<file path="config.mk">
export PLATFORM = sky130hd
export DESIGN_NAME = fp_result_monitor
export DESIGN_NICKNAME = d
export VERILOG_FILES = /design/src/rtl/fp_result_monitor.sv
export SDC_FILE = /design/constraint.sdc
export NUM_CORES = 1
export LEC_CHECK = 0
export ABC_AREA = 1
export ABC_CLOCK_PERIOD_IN_PS = 6700
export BUFFER_PORTS_ARGS = -buffer_cell sky130_fd_sc_hd__clkbuf_2
export CAP_MARGIN = 30
export CORE_MARGIN = 2
export CORE_UTILIZATION = 55
export DETAILED_ROUTE_END_ITERATION = 10
export PLACE_DENSITY = 0.75
export REMOVE_ABC_BUFFERS = 1
export SLEW_MARGIN = 20
export SYNTH_ARGS = -nofsm -noshare
export SYNTH_HDL_FRONTEND = slang
export SYNTH_SLANG_ARGS = --single-unit
export TNS_END_PERCENT = 50
</file>
<file path="constraint.sdc">
create_clock -name clk -period 6.7 [get_ports clk]
set_input_delay 0.67 -clock clk [delete_from_list [all_inputs] [get_ports clk]]
set_output_delay 0.67 -clock clk [all_outputs]
set_load 0.05 [all_outputs]
</file>
<file path="src/rtl/fp_result_monitor.sv">
// Scoreboard for float_add results: queues expected values, compares each result one cycle after it arrives.
// Optional ULP-tolerance compare is enabled by defining FPMON_TOL_EN.
module fp_result_monitor #(
  parameter int DEPTH_LOG2   = 3,
  parameter int TOL_ULP      = 1,
  parameter int STOP_ON_FAIL = 0
) (
  input  logic        clk,
  input  logic        rst,
  input  logic        clear,
  input  logic        exp_valid,
  input  logic [31:0] exp_data,
  output logic        exp_ready,
  input  logic        res_valid,
  input  logic [31:0] res_data,
  output logic [15:0] pass_cnt,
  output logic [15:0] fail_cnt,
  output logic        err,
  output logic        ovf,
  output logic        udf,
  output logic        halted,
  output logic [31:0] fail_res,
  output logic [31:0] fail_exp
);

  localparam int DEPTH = 1 << DEPTH_LOG2;
  localparam logic [DEPTH_LOG2:0] FULL_CNT = (DEPTH_LOG2 + 1)'(DEPTH);
`ifdef FPMON_TOL_EN
  localparam bit TOL_EN = 1'b1;
`else
  localparam bit TOL_EN = 1'b0;
`endif
  // A zero limit makes the magnitude compare equivalent to bit-identical.
  localparam logic [30:0] TOL_LIMIT = TOL_EN ? 31'(TOL_ULP) : 31'd0;

  typedef enum logic {RUN, HALT} state_t;

  state_t                state;
  logic [31:0]           mem [DEPTH];
  logic [DEPTH_LOG2-1:0] wr_ptr, rd_ptr;
  logic [DEPTH_LOG2:0]   count;
  logic                  full, empty, running;
  logic                  push, pop, push_drop, pop_drop;
  logic                  cmp_valid, cmp_match;
  logic [31:0]           cmp_res, cmp_exp;

  function automatic logic values_match(input logic [31:0] a, input logic [31:0] b);
    logic        a_nan, b_nan, a_zero, b_zero;
    logic [30:0] diff;
    a_nan  = (a[30:23] == 8'hFF) && (a[22:0] != 23'd0);
    b_nan  = (b[30:23] == 8'hFF) && (b[22:0] != 23'd0);
    a_zero = (a[30:0] == 31'd0);
    b_zero = (b[30:0] == 31'd0);
    diff   = (a[30:0] >= b[30:0]) ? a[30:0] - b[30:0] : b[30:0] - a[30:0];
    if (a_nan || b_nan)   return a_nan && b_nan;
    if (a_zero && b_zero) return 1'b1;
    if (a_zero || b_zero) return 1'b0;
    if (a[31] != b[31])   return 1'b0;
    return diff <= TOL_LIMIT;
  endfunction

  assign full      = (count == FULL_CNT);
  assign empty     = (count == '0);
  assign running   = (state == RUN);
  assign exp_ready = running && !full;
  assign halted    = (state == HALT);

  // A pop in the same cycle never frees room for a push, and a push never feeds a pop.
  assign push      = running && exp_valid && !full;
  assign push_drop = running && exp_valid && full;
  assign pop       = running && res_valid && !empty;
  assign pop_drop  = running && res_valid && empty;

  assign cmp_match = values_match(cmp_res, cmp_exp);

  // NOTE: queue storage has no reset; the pointers and count alone decide which entries are live.
  always_ff @(posedge clk) begin
    if (push) mem[wr_ptr] <= exp_data;
  end

  always_ff @(posedge clk or posedge rst) begin
    if (rst) begin
      state     <= RUN;
      wr_ptr    <= '0;
      rd_ptr    <= '0;
      count     <= '0;
      cmp_valid <= 1'b0;
      cmp_res   <= 32'h0;
      cmp_exp   <= 32'h0;
      pass_cnt  <= 16'h0;
      fail_cnt  <= 16'h0;
      err       <= 1'b0;
      ovf       <= 1'b0;
      udf       <= 1'b0;
      fail_res  <= 32'h0;
      fail_exp  <= 32'h0;
    end else if (clear) begin
      state     <= RUN;
      wr_ptr    <= '0;
      rd_ptr    <= '0;
      count     <= '0;
      cmp_valid <= 1'b0;
      cmp_res   <= 32'h0;
      cmp_exp   <= 32'h0;
      pass_cnt  <= 16'h0;
      fail_cnt  <= 16'h0;
      err       <= 1'b0;
      ovf       <= 1'b0;
      udf       <= 1'b0;
      fail_res  <= 32'h0;
      fail_exp  <= 32'h0;
    end else if (running) begin
      if (cmp_valid) begin
        if (cmp_match) begin
          if (pass_cnt != 16'hFFFF) pass_cnt <= pass_cnt + 16'd1;
        end else begin
          if (fail_cnt != 16'hFFFF) fail_cnt <= fail_cnt + 16'd1;
          if (fail_cnt == 16'h0) begin
            fail_res <= cmp_res;
            fail_exp <= cmp_exp;
          end
          err <= 1'b1;
          if (STOP_ON_FAIL != 0) state <= HALT;
        end
      end

      cmp_valid <= pop;
      if (pop) begin
        cmp_res <= res_data;
        cmp_exp <= mem[rd_ptr];
        rd_ptr  <= rd_ptr + 1'b1;
      end
      if (push) wr_ptr <= wr_ptr + 1'b1;

      unique case ({push, pop})
        2'b10:   count <= count + 1'b1;
        2'b01:   count <= count - 1'b1;
        default: ;
      endcase

      if (push_drop) begin
        ovf <= 1'b1;
        err <= 1'b1;
      end
      if (pop_drop) begin
        udf <= 1'b1;
        err <= 1'b1;
      end
    end
  end

endmodule

</file>
==> flow_summary.ini, run 1 <==
[worst_setup_path]
regToRegStartpoint = cmp_res[18]
cp_common_cell = nand2_1
critPathBufInv = 3
slowest_stage = nand2_4
cp.required_ns = 7.13
critPathMaxStageDelay_ns = 0.55
crit_fanout = 81
path_cells = inv_1, ha_1, nand2_1, inv_1, nand2_1, nand2_1, nand2_1, nand2_1, a21oi_1, nand2_1, nor2_2, nand3_1, nand2_1, inv_1, nand2_1, nor2_1, nand3_1, nand3_2, nand2_4, nand2_8, nand3_1, o21ai_1
rr_endpoint = fail_exp[9]
r2r_cells = 22
end_kind = flop
crit_family = simple AND/OR/NAND/NOR gates
cp.arrival_ns = 4.97
crit_type = reg -> reg
start_kind = flop
rrSetupSlack_ns = 2.16

[cts]
cts_setup_buffers = 0
cts.sinks = 430
cts_buffers = 45
cts_root_buffer = clkbuf_16
cts_max_level = 2
cts.path.max_buffers = 3
clkLatencyLatePin_ns = 0.60
clk_pin_slew_ns = 0.07
cts-resized-gates = 0
ctsHoldBuffers = 0
cts_tree = done

[placement]
dp_hpwl_um = 45000
gp_congestion = 0.9882
dp_slack_ns = 2.293
portBuffers = 168
post_dp_cell_area_um2 = 23790
place_inst = 3231

[layout]
fin_area_um2 = 25290
drive_gt1_frac = 0.1057
area_delta_synth_final_pct = 12.19
final_cells = 3314
utilization = 0.6223
mostFrequentLayoutCells = 648 x nand2_1, 296 x inv_1, 256 x edfxtp_1
final_common_cell = nand2_1
final_nets = 2885

[pwr]
power.ir.vdd_worst_uv = 298.2
leakagePower_nw = 11.38
finalPower_mw = 11.01
p_per_area_nw_per_um2 = 435.4

[logic_synthesis]
synthArstFlopShare = 0.4047
synth_area_um2 = 22550
yosysSeqAreaShare = 0.5341
synth_warnings = 0
synth_top_area_frac = 0.3410
syn_area_per_cell_um2 = 8.592
synth_ff_type = edfxtp_1
synth_area_leaders = edfxtp_1 34%, dfrtp_1 19%, nand2_1 11%, nand3_1 5.3%, inv_1 5.0%
synth_seq_cells = 430
syn_inst = 2624
netlist.top_cell.by_area = edfxtp_1
synth-edff-count = 256
ys_types = 44

[routing]
postRouteWirelength_um = 65490
vias = 19350
viasPerCell = 5.838
wl_per_cell_um = 19.76
drtPass1Iterations = 6
drc = 0
drt_iter0_drc = 1948
ant_nets = 0

[sta]
worst_pin_slew_ns = 0.9701
min_period_ns = 4.537
clock_skew_ns = 0.04044
fmax_mhz = 220.4
rsz0062_at_grt = false
tns_ns = 0
worst_hold_slack_ns = 0.2266
relSlewSlack = 0.3532
finalCritPeriodShare = 0.6772
drv_slew = 0
setup_slack_ns = 2.163
setup_violations = 0
hold_viol = 0

[floorplan]
rows = 74
start_util = 0.5547
design.core.area_um2 = 40650
die_h_um = 206.5
dieArea_um2 = 42630
dieWidth_um = 206.5
ioPinCount = 170

[global_route]
grt_use_total = 0.3092
grt_pass1_vias = 18270
grt_pass1_wl_um = 100800
overflow = 0
grt_max_degree = 106
antenna_found_initial = 3

[run_status]
status = completed

[worst_hold_path]
hp-class = in -> async

[flow_run]
drv_cap = 0
==> power by group <==
group          total (mW)  leakage (nW)  internal (mW)  switching (mW)
clock network        2.52         0.718           1.47            1.05
registers            3.23          4.71           3.03           0.194
logic                5.27          5.95           1.50            3.77
==> worst register-to-register path, stage by stage, from the launching register on <==
cell and delay [ns]:
dfrtp_1 0.41, inv_1 0.09, ha_1 0.41, nand2_1 0.24, inv_1 0.09, nand2_1 0.12
nand2_1 0.10, nand2_1 0.07, nand2_1 0.10, a21oi_1 0.24, nand2_1 0.10, nor2_2 0.40
nand3_1 0.16, nand2_1 0.10, inv_1 0.04, nand2_1 0.05, nor2_1 0.03, nand3_1 0.08
nand3_2 0.12, nand2_4 0.55, nand2_8 0.54, nand3_1 0.22, o21ai_1 0.10
==> routing by layer <==
metal	wire [um]	GRT usage	up-vias	share of wire
met5	0	0	-	0
met4	2056	0.1163	0	0.031
met3	5106	0.04415	130	0.078
met2	30440	0.4896	824	0.46
met1	27880	0.4340	9310	0.43
li1	-	-	9082	-
==> sequential cells by signal (all words and copies together) (netlist names) <==
register   count
mem          256
cmp_exp       32
cmp_res       32
fail_exp      32
fail_res      32
fail_cnt      16
pass_cnt      16
count          4
rd_ptr         3
wr_ptr         3
cmp_valid      1
err            1
ovf            1
udf            1
==> cells by family (layout without fill, tap and decap cells) <==
family                   count (synthesis)  in the layout  share of synthesized area
AND/OR/NAND/NOR                       1291           1291                     0.2448
flip-flops                             430            430                     0.5341
buffers and inverters                  418            575                    0.07414
AO/OA/AOI/OAI                          392            392                    0.09928
adder cells (fa/ha/maj)                 69             69                    0.03862
XOR/XNOR                                23             23                   0.008934
other                                    1              2                  0.0001663
==> synthesized netlist by cell type (3+ instances only) <==
library cell  instances
clkbuf_1             80
nand3_1             239
inv_2                 3
buf_1                 9
buf_6                10
o211ai_1             13
o221ai_1             51
nor4_1               13
dfrtp_1             174
edfxtp_1            256
ha_1                 68
xnor2_1              11
xor2_1               12
o21ai_0             208
nand2_2               5
a21oi_1              50
nand2_1             649
o21a_1                5
nor2_1              264
a21o_1                4
nor2_2                9
o21ai_1              40
nand4_1              80
buf_2                13
buf_4                 3
o22ai_1              16
and2_1                3
nand3_2               4
inv_1               299
nor3_1               16
==> how the worst max path moves through the flow <==
| stage | start | end | depth (start not counted) |
|---|---|---|---|
| after floorplan | rst | cmp_exp[0] | 1 |
| after global placement | cmp_res[17] | fail_exp[22] | 22 |
| after detailed placement | cmp_res[18] | fail_res[23] | 22 |
| after CTS | cmp_res[18] | fail_exp[9] | 22 |
| after global routing | cmp_res[18] | fail_exp[9] | 22 |
| final | cmp_res[18] | fail_exp[9] | 22 |
==> layout make-up <==
class	instances	area, um^2
Antenna cell	1	2.502
Clock buffer	57	1202
Clock inverter	24	284.0
Fill cell	3445	15350
Inverter	303	1147
Multi-Input combinational cell	1776	8909
Sequential cell	430	12050
Tap cell	532	665.6
Timing Repair Buffer	191	1039
No activity file was read; power rests on OpenSTA's default activity.
==> run 2, diff against run 1 <==
--- a/config.mk
+++ b/config.mk
@@ -5,14 +5,14 @@
 export SDC_FILE = /design/constraint.sdc
 export NUM_CORES = 1
 export LEC_CHECK = 0
-export ABC_AREA = 1
-export ABC_CLOCK_PERIOD_IN_PS = 6700
+export ABC_AREA = 0
+export ABC_CLOCK_PERIOD_IN_PS = 3680
 export BUFFER_PORTS_ARGS = -buffer_cell sky130_fd_sc_hd__clkbuf_2
 export CAP_MARGIN = 30
 export CORE_MARGIN = 2
 export CORE_UTILIZATION = 55
 export DETAILED_ROUTE_END_ITERATION = 10
-export PLACE_DENSITY = 0.75
+export PLACE_DENSITY = 0.78
 export REMOVE_ABC_BUFFERS = 1
 export SLEW_MARGIN = 20
 export SYNTH_ARGS = -nofsm -noshare
==> constraint.sdc (replaced) <==
create_clock -name clk -period 3.68 [get_ports clk]
set_input_delay 0.368 -clock clk [delete_from_list [all_inputs] [get_ports clk]]
set_output_delay 0.368 -clock clk [all_outputs]
set_load 0.05 [all_outputs]
==> flow_summary.ini, run 2 <==
[logic_synthesis]
netlist.top_cell.by_area = edfxtp_1
synth_ff_type = edfxtp_1
synth-edff-count = 256
synthArstFlopShare = 0.4047
synth_warnings = 0
synth_top_area_frac = 0.3566
ys_types = 82
synth_area_leaders = edfxtp_1 36%, dfrtp_1 20%, mux4_2 6.7%, mux2i_1 4.8%, ha_1 3.9%
synthTopCellsByCount = 256 x edfxtp_1, 175 x nor2_1, 174 x dfrtp_1, 152 x nand2_1, 133 x a21oi_1
syn_inst = 1795
synth_seq_cells = 430
syn_area_per_cell_um2 = 12.01
yosysSeqAreaShare = 0.5587
synth_area_um2 = 21550
yosysMostFrequentCell = edfxtp_1

[placement]
dp_hpwl_um = 42040
dp_slack_ns = -0.6810
portBuffers = 168
gp_congestion = 0.9339
place_inst = 2703

[layout]
final_cells = 2817
utilization = 0.7249
mostFrequentLayoutCells = 325 x buf_4, 256 x edfxtp_1, 170 x dfrtp_1
drive_gt1_frac = 0.3689
final_nets = 2405
n_antenna_cell = 0
regMostFlops = mem
area_delta_synth_final_pct = 29.97
final_common_cell = buf_4
largest_reg_flops = 256

[global_route]
top_usage_layer = met2
gr-usage-met3 = 0.04692
grt.met1_usage = 0.3923
grt_use_total = 0.3007
grt_pass1_wl_um = 95130
overflow = 0
grt_max_degree = 115
grt_pass1_vias = 16970
antenna_found_initial = 0
grt_util_met2 = 0.5068

[sta]
hold_viol = 0
setup_violations = 95
drv_slew = 0
rsz0062_at_grt = true
min_period_ns = 3.966
relSlewSlack = 0.3734
fmax_mhz = 252.1
setup_slack_ns = -0.2864
worst_pin_slew_ns = 0.9399
clock_skew_ns = 0.02800
finalCritPeriodShare = 1.078
tns_ns = -15.19

[routing]
wl_per_cell_um = 22.36
viasPerCell = 6.042
vias = 17020
drtPass1Iterations = 6
drt_iter0_drc = 1551
drc = 0
ant_nets = 0
postRouteWirelength_um = 62980

[worst_setup_path]
start_kind = flop
crit_fanout = 8
rrSetupSlack_ns = -0.29
cp.required_ns = 4.09
r2r_cells = 16
end_kind = flop
crit_path_start = cmp_res[15]
regToRegStartpoint = cmp_res[15]
crit_type = reg -> reg
rr_endpoint = fail_exp[21]
cp.arrival_ns = 4.38

[cts]
clk_pin_slew_ns = 0.06
cts_buffers = 42
cts.sinks = 430
clkLatencyLatePin_ns = 0.59
cts_root_buffer = clkbuf_16
cts.path.max_buffers = 3
cts_tree = done
cts_max_level = 2

[worst_hold_path]
hold_end = cmp_res[27]
hp-start = res_data[27]
holdPathStages = 3
hp-class = in -> reg

[floorplan]
design.core.area_um2 = 38650
rows = 72
die_h_um = 202.0
dieArea_um2 = 40790
start_util = 0.5577
dieWidth_um = 202.0
ioPinCount = 170

[run_status]
violations = negative setup slack
status = complete, but fails checks

[flow_run]
drv_cap = 0

[pwr]
p_per_area_nw_per_um2 = 991.4
leakagePower_nw = 11.60
power.ir.vdd_worst_uv = 487.9
-- run 2: kinds of logic (layout without fill, tap and decap cells) --
| kind of cell | Yosys count | in the layout | synth area share |
|---|---|---|---|
| AO/OA/AOI/OAI | 380 | 380 | 0.1133 |
| XOR/XNOR | 35 | 35 | 0.01422 |
| adder cells (fa/ha/maj) | 69 | 69 | 0.04040 |
| buffers and inverters | 178 | 682 | 0.03878 |
| flip-flops | 430 | 430 | 0.5587 |
| multiplexers | 179 | 179 | 0.1209 |
| other | 1 | 1 | 0.0001740 |
| AND/OR/NAND/NOR | 523 | 523 | 0.1135 |
-- run 2: timing repair --
action | 4_1_cts | 5_1_grt
endpoints found under the hold margin | 64 | 0
pin swaps | 32 | 50
buffers inserted | 16 | 17
endpoints found under the setup margin | 97 | 97
hold buffers | 2 | 0
gates resized for setup | 120 | 129
cloned | 1 | 4
-- run 2: power breakdown --
group / switching (mW) / internal (mW) / total, mW / leakage, nW
Sequential: 0.493 / 5.63 / 6.12 / 4.70
Combinational: 9.24 / 8.16 / 17.4 / 6.23
Clock: 1.85 / 2.40 / 4.25 / 0.665
Total: 11.6 / 16.2 / 27.8 / 11.6
-- run 2: stage by stage --
step / power [mW] / instance area, um^2 / hold WS [ns]
floorplan: 12.38 / 21030 / 0.4311
global placement: 20.25 / 25090 / 0.4807
detailed placement: 20.43 / 25090 / 0.4898
CTS: 26.02 / 27230 / 0.001389
global route: 29.17 / 28010 / 0.02570
finish: 27.77 / 28010 / 0.02769
-- run 2: per-layer routing --
| metal | wire length (um) | up-vias |
|---|---|---|
| met1 | 24950 | 8519 |
| met3 | 4029 | 157 |
| met5 | 0 | - |
| met4 | 2567 | 0 |
| li1 | - | 7644 |
| met2 | 31440 | 699 |
-- run 2: cell type report --
type / instances / area [um^2]
sequential: 430 / 12050
fill: 2490 / 10630
multi-input combinational: 1187 / 9834
timing repair buffer: 524 / 3792
clock buffer: 61 / 1216
tap: 518 / 648.1
inverter: 82 / 312.8
clock inverter: 15 / 158.9
-- run 2: worst max-delay path by stage --
stage / to / slack [ns] / cells after the start
6_report: fail_exp[21] / -0.29 / 16
5_1_grt: fail_exp[21] / -0.38 / 18
4_1_cts: fail_cnt[15] / -0.22 / 19
3_5_place_dp: fail_exp[17] / -0.68 / 16
3_3_place_gp: fail_res[15] / -0.55 / 16
2_1_floorplan: count[3] / -4.15 / 10
-- run 2: worst max-delay path, stage by stage, from the launching register on --
cell      delay [ns]
dfrtp_1         0.41
inv_2           0.08
ha_4            0.21
buf_6           0.13
and4_4          0.16
and2_4          0.14
a22o_1          0.24
o32a_1          0.39
a21oi_2         0.20
xnor2_2         0.11
or4_4           0.49
and2_4          0.17
o311ai_4        0.35
buf_12          0.22
buf_8           0.15
mux2i_1         0.26
nor2_1          0.07
